--- config.mk ---
export PLATFORM = sky130hd
export DESIGN_NAME = jt12_opram_p_flat
export DESIGN_NICKNAME = d
export VERILOG_FILES = /design/src/rtl/jt12_opram_p_if.sv /design/src/rtl/jt12_opram_p.sv /design/src/flat_wrapper.sv
export SDC_FILE = /design/constraint.sdc
export NUM_CORES = 1
export LEC_CHECK = 0
export BUFFER_PORTS_ARGS = -buffer_cell sky130_fd_sc_hd__clkbuf_2
export CAP_MARGIN = 20
export CORE_MARGIN = 2
export CORE_UTILIZATION = 56
export CTS_CLUSTER_DIAMETER = 60
export DETAILED_ROUTE_END_ITERATION = 7
export HOLD_SLACK_MARGIN = 0.15
export PLACE_DENSITY = 0.82
export RECOVER_POWER = 25
export SETUP_SLACK_MARGIN = 0.5
export SYNTH_ARGS = -nofsm -noshare
export SYNTH_HDL_FRONTEND = slang
export SYNTH_SLANG_ARGS = --single-unit
export TNS_END_PERCENT = 100
--- constraint.sdc ---
create_clock -name clk -period 4.1 [get_ports clk]
set_input_delay 0.82 -clock clk [delete_from_list [all_inputs] [get_ports clk]]
set_output_delay 0.82 -clock clk [all_outputs]
set_load 0.01 [all_outputs]
--- src/rtl/jt12_opram_p_if.sv ---
`default_nettype none
// ============================================================================
//  Module   : jt12_opram_p_if
//  Purpose  : Write/read bus of the parametrised operator-state RAM.
//  Revision : 1.0  initial release
// ============================================================================
interface jt12_opram_p_if #(
    parameter int DW = 44,
    parameter int AW = 5
);
    logic          cen;
    logic          wr_en;
    logic [AW-1:0] wr_addr;
    logic [AW-1:0] rd_addr;
    logic [DW-1:0] data;
    logic [DW-1:0] q;
    logic          init_busy;

    modport master (
        output cen, wr_en, wr_addr, rd_addr, data,
        input  q, init_busy
    );

    modport slave (
        input  cen, wr_en, wr_addr, rd_addr, data,
        output q, init_busy
    );
endinterface
`default_nettype wire

--- src/rtl/jt12_opram_p.sv ---
`default_nettype none
// ============================================================================
//  Module   : jt12_opram_p
//  Purpose  : Operator-state RAM with clock enable, post-reset init sweep,
//             busy flag and optional write-through (macro JT12_OPRAM_BYPASS_EN).
//  Revision : 1.0  initial release
// ============================================================================
module jt12_opram_p #(
    parameter int            DW       = 44,
    parameter int            AW       = 5,
    parameter logic [DW-1:0] INIT_VAL = {7'h7f, {37{1'b0}}}
) (
    input  wire logic        clk,
    input  wire logic        rst_n,
    jt12_opram_p_if.slave    bus
);

    localparam int            c_depth   = 1 << AW;
    localparam logic [AW-1:0] c_last    = '1;
    localparam logic [0:0]    c_st_init = 1'b0;
    localparam logic [0:0]    c_st_run  = 1'b1;

    logic [0:0]    r_state;
    logic [0:0]    w_state_nxt;
    logic [AW-1:0] r_cnt;
    logic [DW-1:0] r_ram [c_depth];
    logic [DW-1:0] r_q;

    logic          w_ram_we;
    logic [AW-1:0] w_ram_addr;
    logic [DW-1:0] w_ram_din;
    logic          w_busy;

    always_ff @(posedge clk) begin
        if (!rst_n) begin
            r_state <= c_st_init;
        end else if (bus.cen) begin
            r_state <= w_state_nxt;
        end
    end

    always_comb begin
        w_state_nxt = r_state;
        case (r_state)
            c_st_init: if (r_cnt == c_last) w_state_nxt = c_st_run;
            default:   w_state_nxt = c_st_run;
        endcase
    end

    // The sweep owns the write port while in INIT; external writes are dropped.
    always_comb begin
        w_ram_we   = 1'b0;
        w_ram_addr = bus.wr_addr;
        w_ram_din  = bus.data;
        w_busy     = 1'b0;
        case (r_state)
            c_st_init: begin
                w_ram_we   = 1'b1;
                w_ram_addr = r_cnt;
                w_ram_din  = INIT_VAL;
                w_busy     = 1'b1;
            end
            default: begin
                w_ram_we   = bus.wr_en;
            end
        endcase
    end

    // Counter wraps after the last word, but by then the state is RUN so no re-sweep.
    always_ff @(posedge clk) begin
        if (!rst_n) begin
            r_cnt <= '0;
        end else if (bus.cen && (r_state == c_st_init)) begin
            r_cnt <= r_cnt + 1'b1;
        end
    end

    always_ff @(posedge clk) begin
        if (rst_n && bus.cen && w_ram_we) begin
            r_ram[w_ram_addr] <= w_ram_din;
        end
    end

    always_ff @(posedge clk) begin
        if (!rst_n) begin
            r_q <= INIT_VAL;
        end else if (bus.cen) begin
            r_q <= (r_state == c_st_init) ? INIT_VAL : r_ram[bus.rd_addr];
        end
    end

`ifdef JT12_OPRAM_BYPASS_EN
    // Registered collision flag and data steer q around the read-first RAM.
    logic          r_hit;
    logic [DW-1:0] r_byp;

    always_ff @(posedge clk) begin
        if (!rst_n) begin
            r_hit <= 1'b0;
        end else if (bus.cen) begin
            r_hit <= (r_state == c_st_run) && bus.wr_en && (bus.wr_addr == bus.rd_addr);
        end
    end

    always_ff @(posedge clk) begin
        if (bus.cen) begin
            r_byp <= bus.data;
        end
    end

    assign bus.q = r_hit ? r_byp : r_q;
`else
    assign bus.q = r_q;
`endif

    assign bus.init_busy = w_busy;

endmodule
`default_nettype wire

--- src/flat_wrapper.sv ---
// flat-port wrapper written by rule: the top's interface ports become plain ports
module jt12_opram_p_flat 
#(
    parameter int            DW       = 44,
    parameter int            AW       = 5,
    parameter logic [DW-1:0] INIT_VAL = {7'h7f, {37{1'b0}}}
)
  (clk, rst_n, bus_cen, bus_wr_en, bus_wr_addr, bus_rd_addr, bus_data, bus_q, bus_init_busy);
  jt12_opram_p_if #(.DW(DW), .AW(AW)) bus_i ();
  input  wire logic clk;
  input  wire logic rst_n;
  input wire logic [$bits(bus_i.cen)-1:0] bus_cen;
  input wire logic [$bits(bus_i.wr_en)-1:0] bus_wr_en;
  input wire logic [$bits(bus_i.wr_addr)-1:0] bus_wr_addr;
  input wire logic [$bits(bus_i.rd_addr)-1:0] bus_rd_addr;
  input wire logic [$bits(bus_i.data)-1:0] bus_data;
  output wire logic [$bits(bus_i.q)-1:0] bus_q;
  output wire logic [$bits(bus_i.init_busy)-1:0] bus_init_busy;
  assign bus_i.cen = bus_cen;
  assign bus_i.wr_en = bus_wr_en;
  assign bus_i.wr_addr = bus_wr_addr;
  assign bus_i.rd_addr = bus_rd_addr;
  assign bus_i.data = bus_data;
  assign bus_q = bus_i.q;
  assign bus_init_busy = bus_i.init_busy;
  jt12_opram_p #(.DW(DW), .AW(AW), .INIT_VAL(INIT_VAL)) u_core (.clk(clk), .rst_n(rst_n), .bus(bus_i));
endmodule
Word-level counts from Yosys, hierarchy flattened
Memory sizes are Yosys's and may differ from the RTL's.
Index checks and enable logic that the tools add are counted.
{ "op_classes": {"n_addsub": 1, "n_eq_ne": 1, "n_mux": 9, "n_bitwise": 1, "reduce_logical": 3} }
{ "ops": {"columns": ["operator", "n"], "rows": [
  ["44-bit 2-to-1 mux", 2],
  ["1-bit 2-to-1 mux", 6],
  ["5-bit by 1-bit adder with 5-bit output (second input constant)", 1],
  ["5-bit equality test (second input constant)", 1],
  ["5-bit 2-to-1 mux", 1],
  ["1-bit logical AND", 3],
  ["1-bit NOT", 1]
]} }
{ "totals": {"register_bits": 50, "mem_bits_rw": 1408, "in_bits": 58, "out_inout_bits": 45, "wordCells": 19, "memories": 1} }
{ "mem_list": {"columns": ["memory", "depth", "word_bits", "rd", "rd_ports_with_merged_regs", "write_ports", "line", "text"], "rows": [
  ["u_core.r_ram", 32, 44, 1, 0, 1, "jt12_opram_p.sv:26", "logic [DW-1:0] r_ram [c_depth];"]
]} }

Logic depth before layout (Yosys ltp)
Gate-level depths: netlist (run 1).
{ "depth": {"depth_word": 4, "ltp_mapped": 9, "ltp_nobuf": 5} }

Worst setup path before layout (run 1)
Ideal clock, no wire load.
{ "synth_timing": {"kind": "register to register", "startpoint": "register u_core.r_state", "endpoint": "memory u_core.r_ram[10][0], enable pin", "setup_ps": 446, "arrival_ps": 3462, "required_time_ps": 3654, "slack_ps": 193, "path_stages_with_launch": 7, "path_buffers": 3, "synth_period_minus_slack_ps": 3907, "path_cell_list": "dfxtp_1 > clkbuf_1 > clkbuf_1 > clkbuf_1 > mux2i_1 > nand2_1 > nor2_1"} }
{ "synth_via": {"elab_chain_cells": 4, "elab_cells_between_ends": 5, "classes_between": "mux: 4; reduce/logical: 1"} }
{ "synth_rtl": {"columns": ["element", "line", "text"], "rows": [
  ["start, declared", "jt12_opram_p.sv:23", "logic [0:0] r_state;"],
  ["start signal, assigned", "jt12_opram_p.sv:36", "r_state <= c_st_init;"],
  ["start signal, assigned", "jt12_opram_p.sv:38", "r_state <= w_state_nxt;"],
  ["1-bit 2-to-1 mux", "jt12_opram_p.sv:56", "case (r_state)"],
  ["1-bit logical AND", "jt12_opram_p.sv:79", "if (rst_n && bus.cen && w_ram_we) begin"],
  ["1-bit 2-to-1 mux", "jt12_opram_p.sv:79", null],
  ["1-bit 2-to-1 mux (not written as such)", "jt12_opram_p.sv:80", "r_ram[w_ram_addr] <= w_ram_din;"],
  ["end, declared", "jt12_opram_p.sv:26", null]
]} }
Several ways; a longest one is shown, not always the timed one.

Worst setup path in the final report (run 1)
{ "layout_timing": {"startpoint": "register u_core.r_state", "endpoint": "memory u_core.r_ram[8][13], enable pin"} }
Same word-level chain as after synthesis.

==> reports/results.tsv, run 1 <==
metric	value	unit
post-synth cell types	45	
H-tree level count	4	
Syn Nets	2919	
crit start category	flop	
Die W	321.5	um
GRT busiest layer	met2	
top cells by area, synth	edfxtp_1 75%, mux4_2 7.6%, mux2i_1 6.5%, a22oi_1 2.0%, dfxtp_1 1.8%	
Lkg Pwr	23.07	nW
slowest stage cell, crit path	nor2_4	
Post-DP HPWL	78.91	mm
row cnt	116	
Setup CP Type	flop to flop	
Synth top cells by count	1408 x edfxtp_1, 368 x mux2i_1, 190 x mux4_2	
unrepaired setup endpoints after global routing	no	
final hold vios	0	
Cell Count, Final, Fillers Out	4497	
GRT met3 Usage	6.929	%
CP peak stage delay	950	ps
max-slew violations	264	
clk buf depth	3	
Peak VDD IR	0.0004027	V
clk_lat worst skew	770	ps
Async S/R FF share, synth	0	%
PostCTS Resize Cnt	0	
M2 GR Usage	47.27	%
Post-CTS Setup Inserts	0	
vias	31409	
largest net degree at the start of global routing	77	
CORE AREA	100000	sq um
cell taking the most area after synthesis	edfxtp_1	
Max-slew headroom	-14.60	%
Syn Std Cell Area	56440	sq um
CTS Hold Buffers Added	0	
via/cell ratio	6.984	
top_reg_cell synth	edfxtp_1	
Avg Cell Area, Syn	19.74	sq um
Nets	3140	
CP Data Required Time	4550	ps
DR WL/cell	33.96	um
status	finished, violations left	
post-synthesis sequential area ratio	76.68	%
Num CTS Buffers	142	
drt pass-1 iters	6	
R2R setup slack	830	ps
final hold slack	469.8	ps
setup_tns	0	ps
#FFs+latches synth	1458	
max-cap viol count	8	
crit-path cells	a31oi_1, nor2_1, nand2_1, nor2_4, buf_12	
Ports	103	
first-pass GRT wire length	216.6	mm
Final min period	3270	ps
Total GRT Usage	29.49	%
Die Height	321.5	um
Ys Warns	0	
CTS tree	built	
share of cells above drive strength 1	20.57	%
largest delay contributor family on the critical path	simple AND/OR/NAND/NOR gates	
part of the cycle the worst path needs	79.77	%
Clock Tree Root	clkbuf_16	
number of port buffers	102	
critical path arrival	3720	ps
Area Growth Syn to Fin	13.84	%
# diodes	0	
crit-path max FO	29	
Initial Util	56.44	%
cells after synthesis	2859	
first-iteration detailed-routing DRC count	5262	
fmax	305.8	MHz
Worst Path Buf+Inv	1	
Final GP Congestion	0.8211	
DR DRC count	0	
share of the synthesized area in the top cell type	74.91	%
failing checks	max-capacitance violations, max-slew violations	
grt ovf	0	
Power Density	470.8	nW/um^2
antenna violations before repair	2	
Post-synth EDFFs	1408	
Setup-failing EPs final	0	
placed cell count	4215	
Clock Skew	27.93	ps
most frequent cell after synthesis	edfxtp_1	
final core utilization	64.26	%
vias in the first global route	31573	
FILL cells	6116	
sink count of the clock tree	1458	
HP Class	primary input to flop	
DRT Wirelength	152.7	mm
GR Util met1	38.46	%
die area	103300	sq um
clock-pin slew on the worst setup and hold paths	60	ps
final antenna-violating net count	0	
Crit. End Element	flop	
worst-margin pin slew	1718	ps
[registers in the layout, indices dropped and copies added, names as in the netlist]
name and count:
u_core.r_ram 1408, u_core.bus.q 44, u_core.r_cnt 5, u_core.r_state 1
[area by class of cell]
cell class	instances	area, sq um	share of cell area (%)
Sequential cell	1458	43280	67.36
Tap cell	1298	1624	2.527
Multi-Input combinational cell	1222	12590	19.59
Clock buffer	189	3841	5.978
Clock inverter	74	813.3	1.266
Timing Repair Buffer	248	2079	3.236
Inverter	8	31.28	0.04868
[stage by stage]
stage / worst slack, ps / power, W / area [sq um]
finish: 829.6 / 0.03025 / 64260
global route: 757.5 / 0.03085 / 64260
CTS: 911.5 / 0.03026 / 64160
detailed placement: 726.7 / 0.01745 / 59500
global placement: 828.5 / 0.01742 / 59500
floorplan: 192.7 / 0.01706 / 56460
[cell families (layout without fill, tap and decap cells)]
family | after synthesis | after routing | share of synthesized area (%)
and+or+nand+nor | 297 | 297 | 2.731
DFF | 1458 | 1458 | 76.68
AOI/OAI and AO/OA | 345 | 345 | 4.515
adders and majority gates | 2 | 2 | 0.04433
xor gates and xnor gates | 3 | 3 | 0.04656
muxes | 575 | 575 | 14.45
buffers and inverters | 179 | 519 | 1.536
[where the power goes]
| group | total (W) | internal (W) | switching (W) |
|---|---|---|---|
| Sequential | 0.0161 | 0.0161 | 0.0000171 |
| Combinational | 0.00103 | 0.000359 | 0.000667 |
| Clock | 0.0131 | 0.00753 | 0.00555 |
[path summary, 6_finish.rpt]
kind,startpoint,endpoint,cells after the start
worst max-delay path,u_core.r_state,u_core.r_ram[8][13],5
worst min-delay path,bus_data[1],u_core.r_ram[10][1],2
worst max register to register,u_core.r_state,u_core.r_ram[8][13],5
worst min register to register,u_core.bus.q[38],u_core.bus.q[38],2
[cell usage in the layout (no fill, tap or decap), drive strengths merged, types with 4 or more instances in the layout]
master / synthesis / routed
a221oi: 7 / 7
buf: 99 / 136
a211oi: 38 / 38
o2111ai: 37 / 37
clkinv: 3 / 45
a22oi: 148 / 148
a31oi: 4 / 4
inv: 5 / 20
nor2: 49 / 49
a2111oi: 8 / 8
and3: 38 / 38
and2: 79 / 79
nor3: 7 / 7
clkbuf: 72 / 301
nor2b: 13 / 13
mux4: 190 / 190
nand2: 57 / 57
bufinv: 0 / 14
o21ai: 9 / 9
mux2i: 368 / 368
nand2b: 14 / 14
a21oi: 40 / 40
dfxtp: 50 / 50
mux2: 17 / 17
nand3: 38 / 38
edfxtp: 1408 / 1408
o31ai: 37 / 37
[metal layers]
metal	vias to the layer above	part of all wire [%]
met2	2744	48
met3	511	12
met5	-	0.0079
li1	12235	-
met1	15917	34
met4	2	5.0
(Power assumes the default switching activity.)
==> run 2, diff against run 1 <==
- clock period: 4.1 -> 2.65 ns (I/O delays scaled with it)
==> reports/results.tsv, run 2 (synthesis results as in run 1) <==
metric	value	unit
clock-pin slew on the worst setup and hold paths	60	ps
grt ovf	0	
antenna violations before repair	2	
unrepaired setup endpoints after global routing	yes	
Setup CP Type	flop to flop	
status	completed	
combinational share of power	3.5	%
GRT busiest layer	met2	
Hold Path End	u_core.r_ram[17][37]	
part of the cycle the worst path needs	88.85	%
Clock Tree Root	clkbuf_16	
DRT Wirelength	158.7	mm
Lkg Pwr	24.06	nW
first-pass GRT wire length	218.7	mm
crit-path max FO	39	
largest reg by FF count	u_core.r_ram	
max-slew violations	0	
H-tree level count	4	
Net Sw Frac	20.92	%
CP Data Required Time	3030	ps
DR WL/cell	34.47	um
die area	103300	sq um
Seq. cell area	43280	sq um
critical path arrival	2740	ps
vias	32011	
largest net degree at the start of global routing	45	
row cnt	116	
WHS Path Cells	2	
part of the power in registers	53.1	%
P_int	0.03722	W
M2 GR Usage	48.48	%
FILL cells	5891	
fmax	424.7	MHz
Clock Skew	41.70	ps
most common cell after layout, fill and taps aside	edfxtp_1	
CTS tree	built	
hold path start	bus_data[37]	
clock share of power	43.4	%
Crit. End Element	flop	
CORE AREA	100000	sq um
GR Util met1	38.09	%
first-iteration detailed-routing DRC count	5308	
max-cap viol count	0	
Total GRT Usage	29.75	%
commonest cells after routing, fill and taps aside	1408 x edfxtp_1, 366 x mux2i_1, 190 x mux4_2	
Final min period	2355	ps
vias in the first global route	31905	
flip-flop count of the largest register after layout	1408	
final hold vios	0	
R2R setup slack	300	ps
Num CTS Buffers	144	
clk buf depth	3	
Worst R2R End	u_core.r_ram[24][7]	
GRT met3 Usage	6.546	%
HP Class	primary input to flop	
Die W	321.5	um
Area Growth Syn to Fin	17.02	%
Max-slew headroom	10.65	%
Final GP Congestion	0.8068	
crit start category	flop	
Worst Reg-to-Reg Cells	5	
number of port buffers	102	
share of cells above drive strength 1	25.36	%
sink count of the clock tree	1458	
Post-DP HPWL	78.01	mm
setup_tns	0	ps
worst-margin pin slew	1340	ps
area of the multi-input gates	12740	sq um
Setup-failing EPs final	0	
Nets	3243	
drt pass-1 iters	8	
design area	66050	sq um
via/cell ratio	6.954	
clk_lat worst skew	760	ps
Peak VDD IR	0.0005152	V
Placed Area	60690	sq um
RR Startpoint	u_core.r_state	
Initial Util	56.44	%
Ports	103	
Power Density	712.5	nW/um^2
switching power	0.009845	W
Die Height	321.5	um
final antenna-violating net count	0	
DR DRC count	0	
run 2: cell count changes in the layout (fill, tap and decap cells not counted), sizes merged:
cell and delta:
buf +93, clkbuf +9, clkinvlp +5, bufinv -4, clkinv +3, inv -2
diode +1, dlygate4sd3 +1
run 2: what timing repair did:
item                                   4_1_cts  5_1_grt
buffers inserted                             8        9
hold buffers                                 0        1
setup endpoints to repair                  553      553
endpoints found under the hold margin        0        1
pin swaps                                    4        7
gates resized for setup                     10       20
cloned                                       4        8
run 2: metal layers:
layer / vias up / wire length [um]
li1: 12431 / -
met1: 16109 / 52030
met4: 0 / 8721
met2: 2958 / 76820
met3: 513 / 21110
met5: - / 0
run 2: layout make-up:
type                            count  share of cell area [%]
Sequential cell                  1458                   65.53
Multi-Input combinational cell   1222                   19.28
Clock buffer                      191                   6.017
Timing Repair Buffer              349                   5.524
Tap cell                         1298                   2.459
Clock inverter                     76                   1.135
Inverter                            8                 0.04736
Antenna cell                        1                0.003789
run 2: per-stage QoR:
stage | setup slack [ps] | total power [W] | std cells | util (%) | hold slack, ps
after floorplan | 343.1 | 0.02642 | 2859 | - | 517.7
after global placement | 14.97 | 0.02702 | 4302 | 60.69 | 521.4
after detailed placement | 31.68 | 0.02706 | 4302 | 60.69 | 521.4
after CTS | 477.3 | 0.04699 | 4581 | 65.64 | 311.2
after global routing | 258.2 | 0.04795 | 4602 | 66.05 | 354.5
final | 295.4 | 0.04706 | 4603 | 66.05 | 353.6
run 2: how the worst max path moves through the flow:
| stage | start | endpoint | slack [ps] | cells after the start |
|---|---|---|---|---|
| after detailed placement | bus_rd_addr[0] | u_core.bus.q[37] | 30 | 8 |
| after floorplan | u_core.r_state | u_core.r_ram[16][0] | 340 | 6 |
| after global placement | bus_rd_addr[0] | u_core.bus.q[43] | 10 | 8 |
| after global routing | u_core.r_state | u_core.r_ram[24][7] | 260 | 5 |
| final | u_core.r_state | u_core.r_ram[24][7] | 300 | 5 |
| after CTS | u_core.r_state | bus_init_busy | 480 | 3 |
run 2: power by group through the flow:
stage	combinational [W]	clock, W	sequential, W
4_1_cts	0.00162	0.0204	0.0250
2_1_floorplan	0.000962	0	0.0255
6_report	0.00167	0.0204	0.0250
5_1_grt	0.00171	0.0213	0.0250
3_3_place_gp	0.00156	0	0.0255
3_5_place_dp	0.00159	0	0.0255
run 2: worst max-delay path, stage by stage, from the launching register on:
cell and delay, ps:
dfxtp_1 540, mux2_2 440, nor2_2 210, nand2_2 200, nor2_4 190, buf_12 360
